===== config.mk =====
export PLATFORM = sky130hd
export DESIGN_NAME = copy_ctrl
export DESIGN_NICKNAME = d
export VERILOG_FILES = /design/src/rtl/copy_ctrl.sv
export SDC_FILE = /design/constraint.sdc
export NUM_CORES = 1
export LEC_CHECK = 0
export ABC_AREA = 1
export BUFFER_PORTS_ARGS = -buffer_cell sky130_fd_sc_hd__buf_2
export CAP_MARGIN = 10
export CORE_MARGIN = 3
export CORE_UTILIZATION = 37
export DETAILED_ROUTE_END_ITERATION = 10
export GPL_TIMING_DRIVEN = 0
export PLACE_DENSITY = 0.54
export SETUP_SLACK_MARGIN = 0.02
export SYNTH_ARGS = -nofsm -noshare
export SYNTH_HDL_FRONTEND = slang
export SYNTH_SLANG_ARGS = --single-unit

===== constraint.sdc =====
create_clock -name clk -period 11.8 [get_ports clk]
set_input_delay 0.59 -clock clk [delete_from_list [all_inputs] [get_ports clk]]
set_output_delay 0.59 -clock clk [all_outputs]
set_load 0.005 [all_outputs]

===== src/rtl/copy_ctrl.sv =====
// copy_ctrl: issues read and write address bursts for a linear memory copy,
// tracks unacknowledged write bursts, and reports busy/done/error status.
module copy_ctrl #(
   parameter int unsigned ADDR_WIDTH      = 32,
   parameter int unsigned CNT_WIDTH       = 16,
   parameter int unsigned BEAT_SHIFT      = 2,
   parameter int unsigned MAX_BURST_LOG2  = 4,
   parameter int unsigned MAX_OUTSTANDING = 8
) (
   input  logic                    clk,
   input  logic                    rst,
   input  logic                    i_start,
   input  logic [ADDR_WIDTH-1:0]   i_rd_base,
   input  logic [ADDR_WIDTH-1:0]   i_wr_base,
   input  logic [CNT_WIDTH-1:0]    i_num_beats,
   input  logic [MAX_BURST_LOG2:0] i_burst_len,
   output logic                    o_busy,
   output logic                    o_done,
   output logic                    o_err,
   output logic                    o_rd_addr_vld,
   output logic [ADDR_WIDTH-1:0]   o_rd_addr,
   output logic [7:0]              o_rd_addr_len,
   input  logic                    i_rd_addr_rdy,
   output logic                    o_wr_addr_vld,
   output logic [ADDR_WIDTH-1:0]   o_wr_addr,
   output logic [7:0]              o_wr_addr_len,
   input  logic                    i_wr_addr_rdy,
   input  logic                    i_wr_resp_vld,
   input  logic                    i_wr_resp_err
);

   localparam int unsigned BL_W      = MAX_BURST_LOG2 + 1;
   localparam int unsigned MAX_BURST = 1 << MAX_BURST_LOG2;
   localparam int unsigned SZ_W      = (CNT_WIDTH > BL_W) ? CNT_WIDTH : BL_W;
   localparam int unsigned OUT_W     = $clog2(MAX_OUTSTANDING + 1);

   typedef enum logic [1:0] {StIdle, StRun, StDone} state_e;

   state_e                state_q, state_d;
   logic [ADDR_WIDTH-1:0] rd_base_q, rd_base_d;
   logic [ADDR_WIDTH-1:0] wr_base_q, wr_base_d;
   logic [CNT_WIDTH-1:0]  num_q, num_d;
   logic [BL_W-1:0]       burst_q, burst_d;
   logic [CNT_WIDTH-1:0]  rd_issued_q, rd_issued_d;
   logic [CNT_WIDTH-1:0]  wr_issued_q, wr_issued_d;
   logic [OUT_W-1:0]      outst_q, outst_d;
   logic                  err_q, err_d;

   logic [BL_W-1:0]       eff_burst;
   logic [CNT_WIDTH-1:0]  rd_rem, wr_rem;
   logic [SZ_W-1:0]       rd_size, wr_size;
   logic                  run, rd_vld, wr_vld, rd_fire, wr_fire, spurious, accept;

   // Clamp the requested burst length into 1..2^MAX_BURST_LOG2.
   always_comb begin
      eff_burst = i_burst_len;
      if (i_burst_len == '0) begin
         eff_burst = BL_W'(1);
      end else if (i_burst_len > BL_W'(MAX_BURST)) begin
         eff_burst = BL_W'(MAX_BURST);
      end
   end

   // Burst sizing per channel: min(effective burst, remaining beats).
   always_comb begin
      rd_rem  = num_q - rd_issued_q;
      wr_rem  = num_q - wr_issued_q;
      rd_size = (SZ_W'(burst_q) < SZ_W'(rd_rem)) ? SZ_W'(burst_q) : SZ_W'(rd_rem);
      wr_size = (SZ_W'(burst_q) < SZ_W'(wr_rem)) ? SZ_W'(burst_q) : SZ_W'(wr_rem);
   end

   assign run      = (state_q == StRun);
   assign rd_vld   = run && (rd_rem != '0);
   // Outstanding only rises on a fire, so a raised write valid cannot drop before it fires.
   assign wr_vld   = run && (wr_rem != '0) && (outst_q < OUT_W'(MAX_OUTSTANDING));
   assign rd_fire  = rd_vld && i_rd_addr_rdy;
   assign wr_fire  = wr_vld && i_wr_addr_rdy;
   assign spurious = i_wr_resp_vld && !wr_fire && (outst_q == '0);
   assign accept   = i_start && (state_q != StRun);

   // Next-state: FSM, config latch, issue counters, outstanding count, sticky error.
   always_comb begin
      state_d     = state_q;
      rd_base_d   = rd_base_q;
      wr_base_d   = wr_base_q;
      num_d       = num_q;
      burst_d     = burst_q;
      rd_issued_d = rd_issued_q;
      wr_issued_d = wr_issued_q;
      outst_d     = outst_q;
      err_d       = err_q;

      if (rd_fire) rd_issued_d = rd_issued_q + CNT_WIDTH'(rd_size);
      if (wr_fire) wr_issued_d = wr_issued_q + CNT_WIDTH'(wr_size);

      if (wr_fire && !i_wr_resp_vld) begin
         outst_d = outst_q + OUT_W'(1);
      end else if (!wr_fire && i_wr_resp_vld && (outst_q != '0)) begin
         outst_d = outst_q - OUT_W'(1);
      end

      if ((i_wr_resp_vld && i_wr_resp_err) || spurious) err_d = 1'b1;

      unique case (state_q)
         StIdle, StDone: begin
            if (accept) begin
               rd_base_d   = i_rd_base;
               wr_base_d   = i_wr_base;
               num_d       = i_num_beats;
               burst_d     = eff_burst;
               rd_issued_d = '0;
               wr_issued_d = '0;
               err_d       = 1'b0;
               state_d     = (i_num_beats == '0) ? StDone : StRun;
            end
         end
         StRun: begin
            if ((rd_issued_d == num_q) && (wr_issued_d == num_q) && (outst_d == '0)) begin
               state_d = StDone;
            end
         end
         default: state_d = StIdle;
      endcase
   end

   // State register with synchronous reset; reset also forgets pending responses.
   always_ff @(posedge clk) begin
      if (rst) begin
         state_q     <= StIdle;
         rd_base_q   <= '0;
         wr_base_q   <= '0;
         num_q       <= '0;
         burst_q     <= '0;
         rd_issued_q <= '0;
         wr_issued_q <= '0;
         outst_q     <= '0;
         err_q       <= 1'b0;
      end else begin
         state_q     <= state_d;
         rd_base_q   <= rd_base_d;
         wr_base_q   <= wr_base_d;
         num_q       <= num_d;
         burst_q     <= burst_d;
         rd_issued_q <= rd_issued_d;
         wr_issued_q <= wr_issued_d;
         outst_q     <= outst_d;
         err_q       <= err_d;
      end
   end

   // Outputs; address and length are forced to zero outside RUN.
   always_comb begin
      o_busy        = run;
      o_done        = (state_q == StDone);
      o_err         = err_q;
      o_rd_addr_vld = rd_vld;
      o_wr_addr_vld = wr_vld;
      o_rd_addr     = '0;
      o_wr_addr     = '0;
      o_rd_addr_len = '0;
      o_wr_addr_len = '0;
      if (run) begin
         o_rd_addr = rd_base_q + (ADDR_WIDTH'(rd_issued_q) << BEAT_SHIFT);
         o_wr_addr = wr_base_q + (ADDR_WIDTH'(wr_issued_q) << BEAT_SHIFT);
         if (rd_size != '0) o_rd_addr_len = 8'(rd_size - SZ_W'(1));
         if (wr_size != '0) o_wr_addr_len = 8'(wr_size - SZ_W'(1));
      end
   end

endmodule

==> results, run 1 <==
- After synthesis, the netlist uses 52 different library cells.
- The CTS tree is done.
- The initial antenna violation count is 1.
- The critical path runs through a total of 35 cells.
- The most used flip-flop cell after synthesis is sky130_fd_sc_hd__dfxtp_1.
- The total leakage power is 7.29 nW.
- The highest clock rate is 159 MHz.
- The number of max-cap violations is 0.
- The most prevalent standard cell on the critical path is sky130_fd_sc_hd__nand2_1.
- The congestion estimate from routability-driven global placement came to 0.938.
- The library cell contributing the largest single delay on the critical path is sky130_fd_sc_hd__fa_1.
- The mapped netlist covers 0.0119 sq mm.
- The effective utilization at floorplan is 37.7%.
- The H-tree was split into 4 levels.
- For this design the ratio of total power to cell area is 115 mW/mm^2.
- The number of hold-repair buffers added at the cts stage is 0.
- The endpoint required time on the critical path is 12.15 ns.
- The number of synthesis warnings is 0.
- The worst voltage drop across the vdd grid is 0.109 mV.
- The transition time at the pin with the least slew margin is 0.756 ns.
- The count of state elements after synthesis is 124.
- The headroom to the max-slew limit is 49.6%.
- The largest stage delay on the critical path is 0.45 ns.
- The number of port buffers is 174.
- In the final timing run, aggregate negative setup slack is 0 ns.
- The core box area is 0.0317 sq mm.
- The post-synthesis sequential area ratio is 20.8%.
- The met2 track demand over resource in global routing is 41.5%.
- From left edge to right edge, the die measures 186 um.
- The number of vias per cell after detailed routing is 5.15.
- After detailed routing, the number of remaining DRC violations is 0.
- The buffer depth of the longest clock path is 2.
- Clock tree synthesis selected as its root buffer the cell sky130_fd_sc_hd__clkbuf_16.
- Setup violations remaining at the end of the flow were counted as 0.
- The flow ran to the end, and the final reports show no timing, DRC or antenna violations.
- The synthesis-to-layout area growth is 16.7%.
- The number of cells on the worst hold path is 3.
- The post-place setup slack is 5.59 ns.
- Of the cells placed in the final design, the portion with a size suffix greater than 1 is 11.8%.
- From bottom edge to top edge, the die measures 186 um.
- Across every metal layer, demand over resource in global routing totals 24.8%.
- The total count of max-transition violations in the final report is 0.
- Of all flip-flops after synthesis, the portion carrying an async set or reset was 0%.
- STA classifies the critical path endpoint as a flip-flop.
- The cell count after synthesis came out at 1,977.
- The wire length of the first global-routing pass is 66,600 um.
- In the global route stage, met3 resource usage came out at 3.83%.
- In this run the remaining antenna-violating nets after routing total 0.
- In this run the mean area of a mapped cell was 6.04 sq um.
- The number of sinks handled by clock tree synthesis is 124.
- The post-cts resize count is 0.
- The vias after detailed routing is 13,400.
- The critical path arrival is 6.66 ns.
- The aggregate routed wire length is 43,000 um.
- The final clock skew is 0.00986 ns.
- The post-route worst setup slack is 5.49 ns.
- The post-layout minimum cycle time is 6.31 ns.
- The final-report hold violation count came to 0.
- Clock tree synthesis inserted a total of 17 buffers.
- Leaving out filler cells and counting taps, the final layout contains 2,599.
- For this run, the post-layout net count is 2,385.
- For the worst flop-to-flop path, the logic depth is 35.
- The die covers 0.0345 sq mm.
- The maximum number of pins on one net before global-route repair is 17.
- Leaving out fill and tap cells, the most frequent cell in the layout is sky130_fd_sc_hd__nand2_1.
- The wire length per cell after detailed routing is 16.5 um.
- After layout, the worst path uses 53.4% of the clock period.
- For the worst-skew pair, the clock arrives at the later sink with an insertion delay of 0.42 ns.
- Once placement completed, the tool counted placed cells totaling 2,566.
- The number of search-and-repair iterations in the first detailed-routing pass is 6.
- The number of buffers and inverters on the critical path is 5.
- The HPWL after detailed placement is 35,400 um.
- The overall overflow remaining after global route is 0.
- The total power is 1.60 mW.
- In the layout the commonest cells are sky130_fd_sc_hd__nand2_1, sky130_fd_sc_hd__inv_1, sky130_fd_sc_hd__nor2_1, sky130_fd_sc_hd__buf_2, sky130_fd_sc_hd__a21oi_1.
- The tightest min-delay check is of the primary input to flip-flop type.
- The category of the most critical setup path is flip-flop to flip-flop.
- The number of global-route vias before repair came to 12,400.
- The met1 layer usage reported by global route is 32.7%.
- After clock tree synthesis, the setup repair step added 0 buffers.
- The clock-pin slew on the worst setup and hold paths is 0.06 ns.
- Counting flops with a built-in enable in the synthesized netlist gives 0.
- The placement row count is 65.
- Setup repair after global routing left no endpoint under its margin.
- The layer flagged by global routing as most heavily used is met2.
- The number of ports placed on the die boundary is 177.
- The worst setup path is launched from a flip-flop.
- Of all nets on the critical path, the largest fanout is 10.
- The top cell family by delay on the critical path is simple AND/OR/NAND/NOR gates.
- Across all hold checks on the routed design, the worst slack comes to 0.387 ns.
- The detailed router's first-iteration violation count is 1,013.
power breakdown:
part / internal [mW] / switching (mW) / leakage (nW) / total [mW]
registers: 0.454 / 0.0456 / 1.02 / 0.499
logic: 0.206 / 0.371 / 6.00 / 0.577
clock network: 0.316 / 0.205 / 0.266 / 0.521
total: 0.976 / 0.622 / 7.29 / 1.60
worst paths after layout:
kind                                end                       from  slack (ns)
min          wr_base_q[16]$_SDFFE_PP0P_              i_wr_base[16]        0.39
max             state_q[1]$_SDFFE_PP0P_      num_q[0]$_SDFFE_PP0P_        5.49
min reg2reg   rd_base_q[0]$_SDFFE_PP0P_  rd_base_q[0]$_SDFFE_PP0P_        0.46
max reg2reg     state_q[1]$_SDFFE_PP0P_      num_q[0]$_SDFFE_PP0P_        5.49
tightest hold or removal path, stage by stage:
cell and delay, ns:
sky130_fd_sc_hd__buf_2 0.08, sky130_fd_sc_hd__nor2_1 0.03, sky130_fd_sc_hd__nor2_1 0.08
registers in the layout (all words and copies together) (netlist names):
signal       count
rd_base_q       32
wr_base_q       32
num_q           16
rd_issued_q     16
wr_issued_q     16
burst_q          5
outst_q          4
state_q          2
o_err            1
metal layers:
layer  share of wire [%]  vias up
li1                    -     6892
met1                  46     6112
met2                  46      338
met3                 5.2       49
met4                 2.7        0
met5                   0        -
final cells by class:
type	instances	area, sq um
repair buffers	174	871
well taps	402	503
fillers	3501	17800
plain buffers	54	253
inverters	294	1100
diodes	1	2.50
flip-flops and latches	124	2480
clock inverters	10	118
multi-input cells	1518	8160
clock buffers	22	454
per-stage QoR:
step | util (%) | cell area (sq um)
final | 44.0 | 13900
after global routing | 44.0 | 13900
after CTS | 44.0 | 13900
after detailed placement | 42.2 | 13400
after global placement | 42.2 | 13400
after floorplan | - | 12000
cells in the mapped netlist, drive strengths merged, types with 7 or more instances:
cell type,count,share of area (%)
a21oi,160,6.7
ha,104,11
clkbuf,38,1.2
nor2,258,8.3
nand4,63,3.4
xnor2,17,1.2
buf,16,0.92
o21ai,156,6.7
nand3,142,6.6
a211oi,8,0.50
nor3,31,1.5
xor2,30,2.2
a31oi,7,0.37
nand3b,9,0.60
inv,293,9.2
nand2,467,15
dfxtp,124,21
kinds of logic (layout without fill, tap and decap cells):
kind of cell,Yosys count,in the layout,share of synthesized area (%)
flops,124,124,20.8
buf+inv,348,554,11.4
fa+ha+maj,110,110,11.9
xor+xnor,47,47,3.44
simple gates,986,986,36.3
compound gates,361,361,16.2
other cells,1,15,0.0314
Power figures use the tool's default switching activity.
==> inputs of run 2 (changes only) <==
clock period = 6 ns   (was 11.8 ns; I/O delays follow)
==> results, run 2 (synthesis results as in run 1) <==
- The clock-pin slew on the worst setup and hold paths is 0.06 ns.
- Leaving out fill and tap cells, the most frequent cells in the layout are sky130_fd_sc_hd__nand2_1, sky130_fd_sc_hd__inv_1, sky130_fd_sc_hd__nor2_1, sky130_fd_sc_hd__buf_2, sky130_fd_sc_hd__a21oi_1.
- The largest stage delay on the critical path is 0.43 ns.
- After detailed placement, the total cell area comes to 0.0134 sq mm.
- In this run the most critical hold path is launched from i_wr_base[16].
- The total global routing track utilization is 24.8%.
- In this run the tightest slew margin relative to its limit is 47.8%.
- At the later pin of the worst-skew pair, clock insertion delay measures 0.42 ns.
- The vias after detailed routing is 13,400.
- Dividing the detail-routed wire length by the instance count gives 16.6 um.
- At the end of routability-driven placement, the weighted congestion stood at 0.938.
- Along the worst path, the maximum fanout reaches 7.
- Summed over all layers, the routed wires come to 43,200 um.
- The number of CTS-inserted buffers is 17.
- The proportion of power drawn by flip-flops and latches is 31.1%.
- The initial antenna violation count is 1.
- Using the TritonRoute via totals, the vias-per-cell ratio works out to 5.14.
- In this run the critical register-to-register path is launched from num_q[0]$_SDFFE_PP0P_.
- Entering global routing, the biggest net connects 17 pins.
- The clock tree root buffer cell is sky130_fd_sc_hd__clkbuf_16.
- The most prevalent standard cell on the critical path is sky130_fd_sc_hd__nand2_1.
- In this run the remaining antenna-violating nets after routing total 0.
- The final-report hold violation count is 0.
- Of the total power, the share spent switching nets is 39.0%.
- The post-layout minimum cycle time is 5.52 ns.
- The library cell used most frequently in the layout, excluding fill and tap cells, is sky130_fd_sc_hd__nand2_1.
- The die boundary height is 186 um.
- The number of search-and-repair iterations in the first detailed-routing pass is 6.
- The first global-routing pass estimated 66,600 um of wire.
- The type of origin of the critical path is a flip-flop.
- The post-route non-filler standard cell count is 2,611.
- TritonCTS built the clock tree.
- The critical path arrival is 5.87 ns.
- The core box area is 0.0317 sq mm.
- In the final layout, the share of cells above drive strength 1 is 13.6%.
- Data on the critical path is required at its endpoint by 6.35 ns.
- The internal portion of the total power is 1.93 mW.
- Summing internal, switching and leakage power gives 3.16 mW.
- The critical path endpoint category is a flip-flop.
- In the final layout, the registers with the most flip-flops are rd_base_q x32, wr_base_q x32.
- The total count of max-transition violations in the final report came to 0.
- After the first detailed-routing iteration, the DRC count stood at 1,034.
- The die area is 0.0345 sq mm.
- The die is 186 um wide.
- IR analysis of the VDD net gives a maximum drop of 0.220 mV.
- The remaining routing DRC violations is 0.
- The number of global-route vias before repair is 12,500.
- The number of hold-repair buffers added at the cts stage is 0.
- The number of port buffers is 174.
- After routing the design area is 0.0142 sq mm.
- In this run the static leakage power is 7.36 nW.
- The area growth from synthesis to layout is 18.4%.
- The clock network power share is 32.5%.
- The timing startpoint of the critical path is num_q[0]$_SDFFE_PP0P_.
- Of the available clock period, the critical path in the final layout requires 91.9%.
- The number of placed cells counting well taps is 2,566.
- Setup repair after global routing left no endpoint under its margin.
- The category of the most critical setup path is flip-flop to flip-flop.
- The run finished with clean final reports.
- For this design, the slowest cell found on the critical path is sky130_fd_sc_hd__fa_1.
- The wire-length estimate of the detail-placed layout is 35,400 um.
- For the pin with the worst max-slew slack, the measured transition is 0.783 ns.
- The total overflow left after global routing is 0.
- The power dissipated by switching net loads is 1.23 mW.
- For this run, the post-layout net count is 2,397.
- No sink is reached through more buffers than the 2 on the longest clock path.
- The placement row count is 65.
- The ratio of total power to cell area is 223 mW/mm^2.
- The worst min-delay path class is primary input to flip-flop.
- The number of ports placed on the die boundary is 177.
- The highest clock rate is 181 MHz.
- The number of max-cap violations is 0.
- The relative contribution of combinational cells to total power is 36.4%.
- The clock net in this run drives a total of 124 sinks.
- The number of filler cells placed in the layout is 3,477.
- The number of failing setup endpoints in the final timing report is 0.
- For this configuration, the core starts out at a cell density of 37.7%.
- The clock arrives with 0.0112 ns of skew.
- The H-tree was split into 4 levels.
==> run 2: cell types whose count changed in the layout (fill, tap and decap cells not counted), sizes merged <==
cell  before  now
buf      190  202
==> run 2: path summary, 6_finish.rpt <==
check                                     to  slack, ns  depth (start not counted)
setup / recovery     state_q[1]$_SDFFE_PP0P_       0.48                         35
hold / removal    wr_base_q[16]$_SDFFE_PP0P_       0.09                          3
hold reg to reg    rd_base_q[0]$_SDFFE_PP0P_       0.46                          2
setup reg to reg     state_q[1]$_SDFFE_PP0P_       0.48                         35
==> run 2: final cells by class <==
cell class | count | area, sq um | share of cell area, %
tap | 402 | 503 | 3.55
clock inverter | 10 | 118 | 0.831
timing repair buffer | 186 | 961 | 6.79
inverter | 294 | 1100 | 7.80
sequential | 124 | 2490 | 17.6
clock buffer | 22 | 454 | 3.21
antenna | 1 | 2.50 | 0.0177
multi-input combinational | 1518 | 8270 | 58.4
buffer | 54 | 253 | 1.79
==> run 2: worst max-delay path: cells and delay by family (launching register included) <==
family / cells / cell delay (ns)
AO/OA/AOI/OAI: 5 / 0.70
XOR/XNOR: 1 / 0.23
adder cells (fa/ha/maj): 5 / 1.46
buffers and inverters: 5 / 0.48
flip-flops: 1 / 0.36
AND/OR/NAND/NOR: 19 / 2.21
==> run 2: timing repair <==
action	4_1_cts	5_1_grt
resized for setup	5	31
hold endpoints to repair	0	0
gates cloned	0	0
pin swaps	1	4
setup endpoints to repair	2	2
buffers inserted	2	10
==> run 2: per-layer routing <==
layer	global-route usage (%)	wire length (um)
met1	32.7	19700
met2	41.4	20000
met3	3.89	2350
met4	8.37	1230
met5	0	0
==> run 2: power groups by stage <==
stage               Clock, mW  Combinational [mW]  Sequential, mW
floorplan                   0               0.834           0.955
global placement            0                1.11           0.998
detailed placement          0                1.12           0.998
CTS                      1.04                1.13           0.980
global route             1.07                1.32           0.990
finish                   1.03                1.15           0.983
==> run 2: metrics by stage <==
stage                     setup WS (ns)  hold WS, ns  util (%)  setup TNS (ns)
final                             0.483       0.0931      44.6               0
after global routing             0.0114       0.0936      44.6               0
after CTS                      0.000370       0.0842      44.0               0
after detailed placement         -0.211        0.447      42.2          -0.418
after global placement           -0.168        0.445      42.2          -0.316
after floorplan                   0.966        0.430         -               0
==> inputs of run 3 (changes only) <==
CTS_BUF_LIST = sky130_fd_sc_hd__clkbuf_4 sky130_fd_sc_hd__clkbuf_8   (was unset)
REMOVE_ABC_BUFFERS = 1   (was unset)
==> results, run 3 (synthesis results as in run 1) <==
- The number of max-cap violations is 0.
- The number of filler cells placed in the layout is 3,517.
- For this run the aggregate overflow at the end of global routing stands at 0.
- In this design, the critical path's most frequently occurring cell is sky130_fd_sc_hd__nand2_1.
- STA puts the critical path data arrival time at 5.93 ns.
- The die area is 0.0345 sq mm.
- The headroom to the max-slew limit is 39.1%.
- Internal power comes to 1.66 mW.
- The die is 186 um wide.
- The total global routing track utilization is 22.0%.
- The H-tree level count is 4.
- Counting instances, the worst hold path has a depth of 3.
- The share of total power dissipated in the clock network is 26.2%.
- The flop-to-flop setup slack is 0.43 ns.
- Setup violations remaining at the end of the flow were counted as 0.
- The met1 layer usage reported by global route is 28.3%.
- Counting the buffers created by CTS gives 17.
- The global-route track usage on met3 is 3.03%.
- The wire length per cell after detailed routing is 15.1 um.
- The worst register-to-register path begins at wr_issued_q[1]$_SDFF_PP0_.
- Per report_power, the sequential group accounts for 33.9% of the total.
- In this run the power spent charging and discharging nets is 1.21 mW.
- The final critical path takes up 92.9% of the cycle.
- The flow ran to the end, and the final reports show no timing, DRC or antenna violations.
- The destination of the worst hold path is rd_base_q[2]$_SDFFE_PP0P_.
- The first global-routing pass estimated 60,800 um of wire.
- The endpoint required time on the critical path is 6.36 ns.
- The category of the most critical setup path is flip-flop to flip-flop.
- The final-report hold violation count is 0.
- For this run, global-route usage on met2 was measured as 38.4%.
- The ratio of total power to cell area is 206 mW/mm^2.
- Setup repair after global routing left no endpoint under its margin.
- The most critical setup path has its startpoint at wr_issued_q[1]$_SDFF_PP0_.
- Of the total power, the share spent switching nets is 42.1%.
- Summed over all cells, the static leakage comes to 7.27 nW.
- The endpoint of the worst register-to-register path is state_q[0]$_SDFFE_PP0P_.
- After routing, the total negative slack on setup checks comes to 0 ns.
- The area growth from synthesis to layout is 16.7%.
- Of the total power, combinational logic draws 39.8%.
- After layout, the minimum clock period comes to 5.57 ns.
- Row generation in the floorplan step produced 65 rows.
- The final clock skew is 0.0226 ns.
- The clock latency reported for the late side of the worst-skew pair is 0.48 ns.
- The area occupied by multi-input gates is 0.00832 sq mm.
- The longest clock path from root to sink contains 2 buffers.
- The CTS tree is done.
- The share of the core filled with cells in the final layout is 44.0%.
- The core box area is 0.0317 sq mm.
- The largest registers in the layout are rd_base_q x32, wr_base_q x32.
- The antenna cell count is 0.
- In the final layout, the share of cells above drive strength 1 is 14.5%.
- Leaving out fill and tap cells, the most frequent cell in the layout is sky130_fd_sc_hd__nand2_1.
- The worst setup path is launched from a flip-flop.
- The worst voltage drop across the vdd grid is 0.180 mV.
- The remaining routing DRC violations is 0.
- Using the TritonRoute via totals, the vias-per-cell ratio works out to 5.07.
- The source of the worst hold timing path is i_rd_base[2].
- The detailed router finished its first iteration with 745 violations.
- For this configuration, the core starts out at a cell density of 37.7%.
- The smallest hold slack is 0.0294 ns.
- The number of antenna-violating nets in the routed design is 0.
- The clock tree root buffer cell is sky130_fd_sc_hd__clkbuf_8.
- The aggregate routed wire length is 38,800 um.
- After clock tree synthesis, the clock-pin slew on the worst setup and hold paths is 0.09 ns.
- 177 I/O pins were placed.
- The vias after detailed routing is 13,000.
- The min-delay analysis places its worst path in the category primary input to flip-flop.
- The count of cells along the worst register-to-register path is 36.
- The final layout contains 2,354 nets.
- Timing would allow up to 179 MHz.
- In this run the worst path has a maximum fanout of 6.
- The total power is 2.87 mW.
- The number of global-route vias before repair is 12,200.
- Port buffering added 176 buffers.
- The largest stage delay on the critical path is 0.45 ns.
- The floorplan step set the die height to 186 um.
- The critical path endpoint category is a flip-flop.
- At the end of routability-driven placement, the weighted congestion stood at 0.939.
- The number of search-and-repair iterations in the first detailed-routing pass is 8.
- In the layout the commonest cells are sky130_fd_sc_hd__nand2_1, sky130_fd_sc_hd__inv_1, sky130_fd_sc_hd__nor2_1, sky130_fd_sc_hd__buf_2, sky130_fd_sc_hd__a21oi_1.
- Entering global routing, the biggest net connects 87 pins.
- The library cell contributing the largest single delay on the critical path is sky130_fd_sc_hd__dfxtp_2.
- The total count of max-transition violations in the final report is 0.
- The initial antenna violation count is 0.
- Registers take 0.00250 sq mm.
- The most utilized layer in the global route result is met2.
- The half-perimeter wire length of the detailed placement result is 30,300 um.
- The number of sinks handled by clock tree synthesis is 124.
- The transition time at the pin with the least slew margin is 0.914 ns.
-- run 3: cell count changes in the layout (fill, tap and decap cells not counted), sizes merged --
cell,before,now
clkbuf,60,18
dlygate4sd3,0,1
bufinv,2,1
diode,1,0
buf,202,196
clkinvlp,4,3
inv,293,299
-- run 3: worst max-delay path by stage --
| stage | end | slack, ns | depth (start not counted) |
|---|---|---|---|
| after floorplan | burst_q[0]$_SDFFE_PP0P_ | 0.71 | 5 |
| after global placement | burst_q[1]$_SDFFE_PP0P_ | -4.62 | 6 |
| after detailed placement | state_q[1]$_SDFFE_PP0P_ | -0.51 | 37 |
| after CTS | state_q[1]$_SDFFE_PP0P_ | 0.06 | 36 |
| after global routing | state_q[1]$_SDFFE_PP0P_ | 0.03 | 39 |
| final | state_q[0]$_SDFFE_PP0P_ | 0.43 | 36 |
-- run 3: what timing repair did --
action,4_1_cts,5_1_grt
pin swaps,4,4
setup endpoints to repair,2,2
hold buffers,1,0
cloned,0,0
endpoints found under the hold margin,1,0
buffers inserted,7,7
gates resized for setup,14,33
-- run 3: power groups by stage --
stage	combinational [mW]	sequential (mW)	clock (mW)
floorplan	0.809	0.960	0
global placement	1.08	0.989	0
detailed placement	1.11	0.990	0
CTS	1.13	0.973	0.781
global route	1.31	0.982	0.811
finish	1.14	0.973	0.753
-- run 3: final cells by class --
| class | count | area share, % |
|---|---|---|
| Multi-Input combinational cell | 1518 | 59.7 |
| Clock inverter | 14 | 0.951 |
| Tap cell | 402 | 3.61 |
| Sequential cell | 124 | 17.9 |
| Inverter | 294 | 7.94 |
| Clock buffer | 18 | 1.78 |
| Timing Repair Buffer | 197 | 8.11 |
-- run 3: metal layers --
| layer | wire, um | vias to the layer above |
|---|---|---|
| met4 | 906 | 0 |
| met1 | 18000 | 5907 |
| met5 | 0 | - |
| met2 | 18300 | 256 |
| li1 | - | 6817 |
| met3 | 1510 | 41 |
-- run 3: stage by stage --
step / instances / area, sq um / setup slack [ns]
final: 2567 / 13900 / 0.429
after global placement: 2514 / 13100 / -4.62
after detailed placement: 2520 / 13300 / -0.509
after floorplan: 1936 / 11700 / 0.715
after CTS: 2560 / 13800 / 0.0579
after global routing: 2567 / 13900 / 0.0272
-- run 3: worst max-delay path: cells and delay by family, from the launching register on --
kind            cells  cell delay (ns)
fa+ha+maj           3             1.09
buf+inv             5             0.60
xor+xnor            1             0.19
simple gates       22             2.44
compound gates      5             0.66
flops               1             0.45
